==> src/rtl/mem_bus_ctrl_pkg.sv <==
// Shared definitions for mem_bus_ctrl: FSM encodings, stall-protocol values,
// stall-vector bit indices and the zero word.
package mem_bus_ctrl_pkg;

  typedef enum logic [2:0] {
    S_IDLE     = 3'd0,
    S_IF_BUSY  = 3'd1,
    S_MEM_BUSY = 3'd2,
    S_IF_HOLD  = 3'd3,
    S_MEM_HOLD = 3'd4
  } state_t;

  localparam logic        Stop      = 1'b1;
  localparam logic        NoStop    = 1'b0;
  localparam int          STALL_IF  = 1;
  localparam int          STALL_MEM = 4;
  localparam logic [31:0] ZeroWord  = 32'h0000_0000;

  // Stall request for a port: asserted while it wants the bus and has no result held.
  function automatic logic port_stallreq(input logic ce, input logic holding);
    return (ce && !holding) ? Stop : NoStop;
  endfunction

endpackage

==> src/rtl/mem_bus_ctrl_if.sv <==
// Pipeline-side ports, stall/flush protocol and Wishbone-style bus of mem_bus_ctrl.
// Handshake: a bus cycle is valid while bus_cyc_o=1 (STB==CYC); request fields are
// held stable until bus_ack_i=1 is sampled on a rising clk, which completes it.
interface mem_bus_ctrl_if #(
  parameter int ADDR_W = 32,
  parameter int DATA_W = 32
);
  import mem_bus_ctrl_pkg::*;

  logic [5:0]        stall;
  logic              flush;
  logic              if_ce;
  logic [ADDR_W-1:0] if_addr;
  logic [DATA_W-1:0] if_rdata;
  logic              stallreq_pc;
  logic              mem_ce;
  logic              mem_we;
  logic [3:0]        mem_sel;
  logic [ADDR_W-1:0] mem_addr;
  logic [DATA_W-1:0] mem_wdata;
  logic [DATA_W-1:0] mem_rdata;
  logic              stallreq_mem;
  logic              bus_cyc_o;
  logic              bus_we_o;
  logic [3:0]        bus_sel_o;
  logic [ADDR_W-1:0] bus_addr_o;
  logic [DATA_W-1:0] bus_wdata_o;
  logic [DATA_W-1:0] bus_rdata_i;
  logic              bus_ack_i;
  logic              bus_err_o;
  state_t            dbg_state;

  modport master (
    input  stall, flush, if_ce, if_addr, mem_ce, mem_we, mem_sel, mem_addr,
           mem_wdata, bus_rdata_i, bus_ack_i,
    output if_rdata, stallreq_pc, mem_rdata, stallreq_mem, bus_cyc_o, bus_we_o,
           bus_sel_o, bus_addr_o, bus_wdata_o, bus_err_o, dbg_state
  );

  modport slave (
    output stall, flush, if_ce, if_addr, mem_ce, mem_we, mem_sel, mem_addr,
           mem_wdata, bus_rdata_i, bus_ack_i,
    input  if_rdata, stallreq_pc, mem_rdata, stallreq_mem, bus_cyc_o, bus_we_o,
           bus_sel_o, bus_addr_o, bus_wdata_o, bus_err_o, dbg_state
  );

endinterface

==> src/rtl/mem_bus_ctrl_bus_port_mux.sv <==
// Picks the IF or MEM request fields to launch onto the bus; purely combinational.
module bus_port_mux #(
  parameter int ADDR_W = 32,
  parameter int DATA_W = 32
) (
  input  logic              i_sel_mem,
  input  logic [ADDR_W-1:0] i_if_addr,
  input  logic              i_mem_we,
  input  logic [3:0]        i_mem_sel,
  input  logic [ADDR_W-1:0] i_mem_addr,
  input  logic [DATA_W-1:0] i_mem_wdata,
  output logic              o_we,
  output logic [3:0]        o_sel,
  output logic [ADDR_W-1:0] o_addr,
  output logic [DATA_W-1:0] o_wdata
);
  import mem_bus_ctrl_pkg::*;

  always_comb begin
    // A fetch is always a full-word read.
    o_we    = 1'b0;
    o_sel   = 4'hF;
    o_addr  = i_if_addr;
    o_wdata = DATA_W'(ZeroWord);
    if (i_sel_mem) begin
      o_we    = i_mem_we;
      o_sel   = i_mem_sel;
      o_addr  = i_mem_addr;
      o_wdata = i_mem_wdata;
    end
  end

endmodule

==> src/rtl/mem_bus_ctrl.sv <==
// Single-master bus controller serving the IF and MEM ports of the pipeline.
// Optional watchdog enabled by defining BUS_TIMEOUT_EN.
module mem_bus_ctrl #(
  parameter int ADDR_W      = 32,
  parameter int DATA_W      = 32,
  parameter int TIMEOUT_CYC = 255
) (
  input  logic           clk,
  input  logic           rst,
  mem_bus_ctrl_if.master bus
);
  import mem_bus_ctrl_pkg::*;

  state_t            r_state, w_next;
  logic              r_cyc, r_we, r_discard;
  logic [3:0]        r_sel;
  logic [ADDR_W-1:0] r_addr;
  logic [DATA_W-1:0] r_wdata, r_if_rdata, r_mem_rdata;

  logic              w_launch, w_launch_mem, w_done, w_busy, w_timeout;
  logic              w_mux_we;
  logic [3:0]        w_mux_sel;
  logic [ADDR_W-1:0] w_mux_addr;
  logic [DATA_W-1:0] w_mux_wdata, w_capture;
  logic              w_unused_stall;

  bus_port_mux #(.ADDR_W(ADDR_W), .DATA_W(DATA_W)) u_mux (
    .i_sel_mem  (w_launch_mem),
    .i_if_addr  (bus.if_addr),
    .i_mem_we   (bus.mem_we),
    .i_mem_sel  (bus.mem_sel),
    .i_mem_addr (bus.mem_addr),
    .i_mem_wdata(bus.mem_wdata),
    .o_we       (w_mux_we),
    .o_sel      (w_mux_sel),
    .o_addr     (w_mux_addr),
    .o_wdata    (w_mux_wdata)
  );

  assign w_busy = (r_state == S_IF_BUSY) || (r_state == S_MEM_BUSY);

  always_ff @(posedge clk) begin
    if (rst) r_state <= S_IDLE;
    else     r_state <= w_next;
  end

  always_comb begin
    w_next       = r_state;
    w_launch     = 1'b0;
    w_launch_mem = 1'b0;
    w_done       = 1'b0;
    case (r_state)
      S_IDLE: begin
        if (!bus.flush && (bus.mem_ce || bus.if_ce)) begin
          w_launch     = 1'b1;
          w_launch_mem = bus.mem_ce;
          w_next       = bus.mem_ce ? S_MEM_BUSY : S_IF_BUSY;
        end
      end
      S_IF_BUSY, S_MEM_BUSY: begin
        if (bus.bus_ack_i || w_timeout) begin
          w_done = 1'b1;
          if (r_discard)                 w_next = S_IDLE;
          else if (r_state == S_IF_BUSY) w_next = S_IF_HOLD;
          else                           w_next = S_MEM_HOLD;
        end
      end
      S_IF_HOLD:  if (!bus.stall[STALL_IF]  || bus.flush) w_next = S_IDLE;
      S_MEM_HOLD: if (!bus.stall[STALL_MEM] || bus.flush) w_next = S_IDLE;
      default:    w_next = S_IDLE;
    endcase
  end

  assign w_capture = w_timeout ? DATA_W'(ZeroWord) : bus.bus_rdata_i;

  always_ff @(posedge clk) begin
    if (rst) begin
      r_cyc       <= 1'b0;
      r_we        <= 1'b0;
      r_sel       <= 4'h0;
      r_addr      <= '0;
      r_wdata     <= '0;
      r_discard   <= 1'b0;
      r_if_rdata  <= '0;
      r_mem_rdata <= '0;
    end else begin
      if (w_launch) begin
        r_cyc   <= 1'b1;
        r_we    <= w_mux_we;
        r_sel   <= w_mux_sel;
        r_addr  <= w_mux_addr;
        r_wdata <= w_mux_wdata;
      end else if (w_done) begin
        r_cyc <= 1'b0;
        r_we  <= 1'b0;
        r_sel <= 4'h0;
      end
      // A flushed transaction still runs to completion; only its result is dropped.
      if (w_done)                r_discard <= 1'b0;
      else if (w_busy && bus.flush) r_discard <= 1'b1;
      if (w_done && !r_discard) begin
        if (r_state == S_IF_BUSY)      r_if_rdata  <= w_capture;
        else if (!r_we || w_timeout)   r_mem_rdata <= w_capture;
      end
    end
  end

`ifdef BUS_TIMEOUT_EN
  localparam logic [7:0] WDOG_LAST = 8'(TIMEOUT_CYC - 1);
  logic [7:0] r_wdog;
  logic       r_err;

  always_ff @(posedge clk) begin
    if (rst) begin
      r_wdog <= 8'd0;
      r_err  <= 1'b0;
    end else begin
      r_err <= w_timeout;
      if (w_launch)    r_wdog <= 8'd0;
      else if (w_busy) r_wdog <= r_wdog + 8'd1;
    end
  end

  assign w_timeout     = w_busy && !bus.bus_ack_i && (r_wdog == WDOG_LAST);
  assign bus.bus_err_o = r_err;
`else
  assign w_timeout     = 1'b0;
  assign bus.bus_err_o = 1'b0;
`endif

  assign bus.bus_cyc_o    = r_cyc;
  assign bus.bus_we_o     = r_we;
  assign bus.bus_sel_o    = r_sel;
  assign bus.bus_addr_o   = r_addr;
  assign bus.bus_wdata_o  = r_wdata;
  assign bus.if_rdata     = r_if_rdata;
  assign bus.mem_rdata    = r_mem_rdata;
  assign bus.stallreq_pc  = port_stallreq(bus.if_ce,  r_state == S_IF_HOLD);
  assign bus.stallreq_mem = port_stallreq(bus.mem_ce, r_state == S_MEM_HOLD);
  assign bus.dbg_state    = r_state;

  assign w_unused_stall = ^{bus.stall[5], bus.stall[3:2], bus.stall[0]};

endmodule

==> src/flat_wrapper.sv <==
// flat-port wrapper written by rule: the top's interface ports become plain ports
module mem_bus_ctrl_flat import mem_bus_ctrl_pkg::*;
#(
  parameter int ADDR_W      = 32,
  parameter int DATA_W      = 32,
  parameter int TIMEOUT_CYC = 255
)
  (clk, rst, bus_stall, bus_flush, bus_if_ce, bus_if_addr, bus_mem_ce, bus_mem_we, bus_mem_sel, bus_mem_addr, bus_mem_wdata, bus_bus_rdata_i, bus_bus_ack_i, bus_if_rdata, bus_stallreq_pc, bus_mem_rdata, bus_stallreq_mem, bus_bus_cyc_o, bus_bus_we_o, bus_bus_sel_o, bus_bus_addr_o, bus_bus_wdata_o, bus_bus_err_o, bus_dbg_state);
  mem_bus_ctrl_if #(.ADDR_W(ADDR_W), .DATA_W(DATA_W)) bus_i ();
  input  logic clk;
  input  logic rst;
  input wire logic [$bits(bus_i.stall)-1:0] bus_stall;
  input wire logic [$bits(bus_i.flush)-1:0] bus_flush;
  input wire logic [$bits(bus_i.if_ce)-1:0] bus_if_ce;
  input wire logic [$bits(bus_i.if_addr)-1:0] bus_if_addr;
  input wire logic [$bits(bus_i.mem_ce)-1:0] bus_mem_ce;
  input wire logic [$bits(bus_i.mem_we)-1:0] bus_mem_we;
  input wire logic [$bits(bus_i.mem_sel)-1:0] bus_mem_sel;
  input wire logic [$bits(bus_i.mem_addr)-1:0] bus_mem_addr;
  input wire logic [$bits(bus_i.mem_wdata)-1:0] bus_mem_wdata;
  input wire logic [$bits(bus_i.bus_rdata_i)-1:0] bus_bus_rdata_i;
  input wire logic [$bits(bus_i.bus_ack_i)-1:0] bus_bus_ack_i;
  output wire logic [$bits(bus_i.if_rdata)-1:0] bus_if_rdata;
  output wire logic [$bits(bus_i.stallreq_pc)-1:0] bus_stallreq_pc;
  output wire logic [$bits(bus_i.mem_rdata)-1:0] bus_mem_rdata;
  output wire logic [$bits(bus_i.stallreq_mem)-1:0] bus_stallreq_mem;
  output wire logic [$bits(bus_i.bus_cyc_o)-1:0] bus_bus_cyc_o;
  output wire logic [$bits(bus_i.bus_we_o)-1:0] bus_bus_we_o;
  output wire logic [$bits(bus_i.bus_sel_o)-1:0] bus_bus_sel_o;
  output wire logic [$bits(bus_i.bus_addr_o)-1:0] bus_bus_addr_o;
  output wire logic [$bits(bus_i.bus_wdata_o)-1:0] bus_bus_wdata_o;
  output wire logic [$bits(bus_i.bus_err_o)-1:0] bus_bus_err_o;
  output wire logic [$bits(bus_i.dbg_state)-1:0] bus_dbg_state;
  assign bus_i.stall = bus_stall;
  assign bus_i.flush = bus_flush;
  assign bus_i.if_ce = bus_if_ce;
  assign bus_i.if_addr = bus_if_addr;
  assign bus_i.mem_ce = bus_mem_ce;
  assign bus_i.mem_we = bus_mem_we;
  assign bus_i.mem_sel = bus_mem_sel;
  assign bus_i.mem_addr = bus_mem_addr;
  assign bus_i.mem_wdata = bus_mem_wdata;
  assign bus_i.bus_rdata_i = bus_bus_rdata_i;
  assign bus_i.bus_ack_i = bus_bus_ack_i;
  assign bus_if_rdata = bus_i.if_rdata;
  assign bus_stallreq_pc = bus_i.stallreq_pc;
  assign bus_mem_rdata = bus_i.mem_rdata;
  assign bus_stallreq_mem = bus_i.stallreq_mem;
  assign bus_bus_cyc_o = bus_i.bus_cyc_o;
  assign bus_bus_we_o = bus_i.bus_we_o;
  assign bus_bus_sel_o = bus_i.bus_sel_o;
  assign bus_bus_addr_o = bus_i.bus_addr_o;
  assign bus_bus_wdata_o = bus_i.bus_wdata_o;
  assign bus_bus_err_o = bus_i.bus_err_o;
  assign bus_dbg_state = bus_i.dbg_state;
  mem_bus_ctrl #(.ADDR_W(ADDR_W), .DATA_W(DATA_W), .TIMEOUT_CYC(TIMEOUT_CYC)) u_core (.clk(clk), .rst(rst), .bus(bus_i));
endmodule
==> config.mk <==
export PLATFORM = sky130hd
export DESIGN_NAME = mem_bus_ctrl_flat
export DESIGN_NICKNAME = d
export VERILOG_FILES = /design/src/rtl/mem_bus_ctrl_pkg.sv /design/src/rtl/mem_bus_ctrl_if.sv /design/src/rtl/mem_bus_ctrl_bus_port_mux.sv /design/src/rtl/mem_bus_ctrl.sv /design/src/flat_wrapper.sv
export SDC_FILE = /design/constraint.sdc
export NUM_CORES = 1
export LEC_CHECK = 0
export CORE_ASPECT_RATIO = 0.6
export CORE_UTILIZATION = 33
export DETAILED_ROUTE_END_ITERATION = 7
export HOLD_SLACK_MARGIN = 0.08
export MAX_ROUTING_LAYER = met4
export PLACE_DENSITY = 0.68
export SYNTH_ARGS = -nofsm -noshare
export SYNTH_HDL_FRONTEND = slang
export SYNTH_HIERARCHICAL = 1
export SYNTH_SLANG_ARGS = --single-unit
==> constraint.sdc <==
create_clock -name clk -period 3.9 [get_ports clk]
set_input_delay 0.78 -clock clk [delete_from_list [all_inputs] [get_ports clk]]
set_output_delay 0.78 -clock clk [all_outputs]
set_load 0.05 [all_outputs]
==> impl_metrics.env <==
export IMPL_chipWidth_um=171
export IMPL_cp_slowest_cell="clkdlybuf4s50_1"
export IMPL_synth_seq_cells=138
export IMPL_finalSetupViolations=0
export IMPL_postLayoutSetupSlackWorst_ps=760
export IMPL_io_pins=285
export IMPL_ctsHtreeMaxLevel=4
export IMPL_crit_path_start_kind="input pin"
export IMPL_drt_total_wl_um=17600
export IMPL_cts_root_buf="clkbuf_16"
export IMPL_crit_top_cell="clkdlybuf4s50_1"
export IMPL_cts_tree="done"
export IMPL_rows=36
export IMPL_finalSetupTns_ps=0
export IMPL_skew_ps=10.8
export IMPL_cp_cell_sequence="clkdlybuf4s50_1 -> a21boi_0 -> clkdlybuf4s50_1"
export IMPL_place_ws_ps=760
export IMPL_cts_sinks=138
export IMPL_seq_area_frac_synth_pct=48.6
export IMPL_dpl_hpwl_um=12000
export IMPL_final_nets=1101
export IMPL_synthCells=703
export IMPL_cap_violations=0
export IMPL_start_util_pct=34.4
export IMPL_gp_congestion=0.733
export IMPL_placed_area_um2=8550
export IMPL_final_layout_size_suffix_gt1_share_pct=8.67
export IMPL_synthToLayoutAreaGrowth_pct=60.7
export IMPL_yosys_warnings=6
export IMPL_io_buffers=279
export IMPL_gr_total_overflow=0
export IMPL_drt_iter0_drc=223
export IMPL_yosys_area_share_adder_pct=0
export IMPL_first_pass_iters=4
export IMPL_cpPeakStageDelay_ps=830
export IMPL_synth_xor_area_share_pct=0.154
export IMPL_relSlewSlack_pct=34.2
export IMPL_holdBufCountCts=0
export IMPL_clkLatencyLatePin_ps=410
export IMPL_synth_top_family_by_area="simple AND/OR/NAND/NOR gates"
export IMPL_vias_per_cell=4.59
export IMPL_status="finished clean"
export IMPL_final_cells=1197
export IMPL_grt_pass1_wl_um=27800
export IMPL_avgSynthCellArea_um2=8.08
export IMPL_hold_viol_final=0
export IMPL_clock_path_buffers=2
export IMPL_ys_types=34
export IMPL_fp_dieH_um=104
export IMPL_worst_slew_pin_slew_ps=987
export IMPL_power_uw=5190
export IMPL_synth_edf_count=0
export IMPL_grtUsageTotal_pct=20.5
export IMPL_post_cts_resized=0
export IMPL_fin_crit_sh_pct=80.5
export IMPL_antenna_found_initial=0
export IMPL_endpoint_kind="output pin"
export IMPL_async_flop_share_pct=0
export IMPL_antenna_cells=0
export IMPL_ir_worst_vdd_v=0.000253
export IMPL_die_area_um2=17800
export IMPL_synth_compound_area_share_pct=12.9
export IMPL_via_count=5496
export IMPL_p_leak_uw=0.00315
export IMPL_drc=0
export IMPL_worstPathRequired_ps=3120
export IMPL_post_cts_repair_setup_buffers=0
export IMPL_final_cell_mix="clkdlybuf4s50_1 (278), nand2_1 (262), dfxtp_1 (138)"
export IMPL_grt_max_degree=93
export IMPL_netlist_area_um2=5680
export IMPL_fmax_mhz=319
export IMPL_crit_arrival_ps=2360
export IMPL_min_period_ps=3140
export IMPL_numPlacedInstances=1165
export IMPL_hp_class="reg2reg"
export IMPL_synth_fp_nets=848
export IMPL_ys_flop_type="dfxtp_1"
export IMPL_synth_simple_area_share_pct=25.6
export IMPL_grt_pass1_vias=5293
export IMPL_coreArea_um2=16500
export IMPL_criticalPathCategory="in2out"
export IMPL_stdcell_area_um2=9130
export IMPL_clkTransAtPathRegs_ps=60
export IMPL_final_common_cell="clkdlybuf4s50_1"
export IMPL_antenna_left=0
export IMPL_power_density_nw_per_um2=569
export IMPL_synth_mux_area_share_pct=6.87
export IMPL_cts_buffers=17
export IMPL_routedWlPerCell_um=14.7
export IMPL_final_max_slew_viol_count=0
export IMPL_crit_fanout=3
export IMPL_rsz0062_at_grt="false"
Yosys cell counts (4+ instances only):
master    instances  area (µm²)
nand3b_1          6        45.0
nand2_1         262         983
clkbuf_1         27         101
nor2b_1           4        25.0
dfxtp_1         138        2760
buf_6            12         135
mux2_2           32         360
and2_1           34         213
nand2b_1          9        56.3
a21oi_1         129         646
o21ai_0           7        35.0
buf_2            13        65.1
flip-flops by register name, indices dropped and copies added, names as in the netlist:
register and count:
u_core/bus.bus_addr_o 32, u_core/bus.bus_sel_o 4, u_core/bus.bus_we_o 1, u_core/r_discard 1, u_core/bus.bus_cyc_o 1, u_core/bus.bus_wdata_o 32, u_core/bus.dbg_state 3, u_core/bus.mem_rdata 32
u_core/bus.if_rdata 32
through the flow:
step	hold slack (ps)	utilization, %
finish	447	55.2
global route	468	55.2
CTS	450	55.2
detailed placement	442	51.7
global placement	439	51.7
floorplan	493	-
per-layer routing:
metal | track usage [%] | wire length, µm | vias up | part of all wire [%]
li1 | - | - | 2786 | -
met1 | 24.7 | 7910 | 2519 | 45
met2 | 32.0 | 7880 | 182 | 45
met4 | 4.59 | 108 | 0 | 0.61
met5 | - | 0 | - | 0
met3 | 7.99 | 1690 | 9 | 9.6
cell families (layout without fill, tap and decap cells):
group,count (synthesis),after routing
flip-flops,138,138
AND/OR/NAND/NOR,330,330
AO/OA/AOI/OAI,142,142
other,1,1
multiplexers,35,35
buffers and inverters,56,322
XOR/XNOR,1,1
critical path: cells and delay by family:
kind / cells / cell delay (ps)
buf+inv: 2 / 1380
compound gates: 1 / 190
worst paths after layout:
kind,start,end,slack (ps),cells after the start
hold reg to reg,u_core/bus.bus_cyc_o,u_core/bus.bus_cyc_o,450,2
setup / recovery,bus_if_ce,bus_stallreq_pc,760,3
setup reg to reg,u_core/bus.dbg_state[0],u_core/bus.bus_wdata_o[8],1510,7
hold / removal,u_core/bus.bus_cyc_o,u_core/bus.bus_cyc_o,450,2
power breakdown:
group	internal, µW	total, µW	switching (µW)	leakage [µW]
logic	690	1900	1210	0.00176
registers	1590	1710	126	0.00112
clock network	912	1570	663	0.000270
final cells by class:
cell class / instances / area, µm²
clock buffers: 19 / 443
fillers: 1554 / 7400
repair buffers: 289 / 2890
well taps: 228 / 285
flip-flops and latches: 138 / 2760
inverters: 1 / 3.75
multi-input cells: 509 / 2610
clock inverters: 13 / 133
No activity file was read; power rests on OpenSTA's default activity.
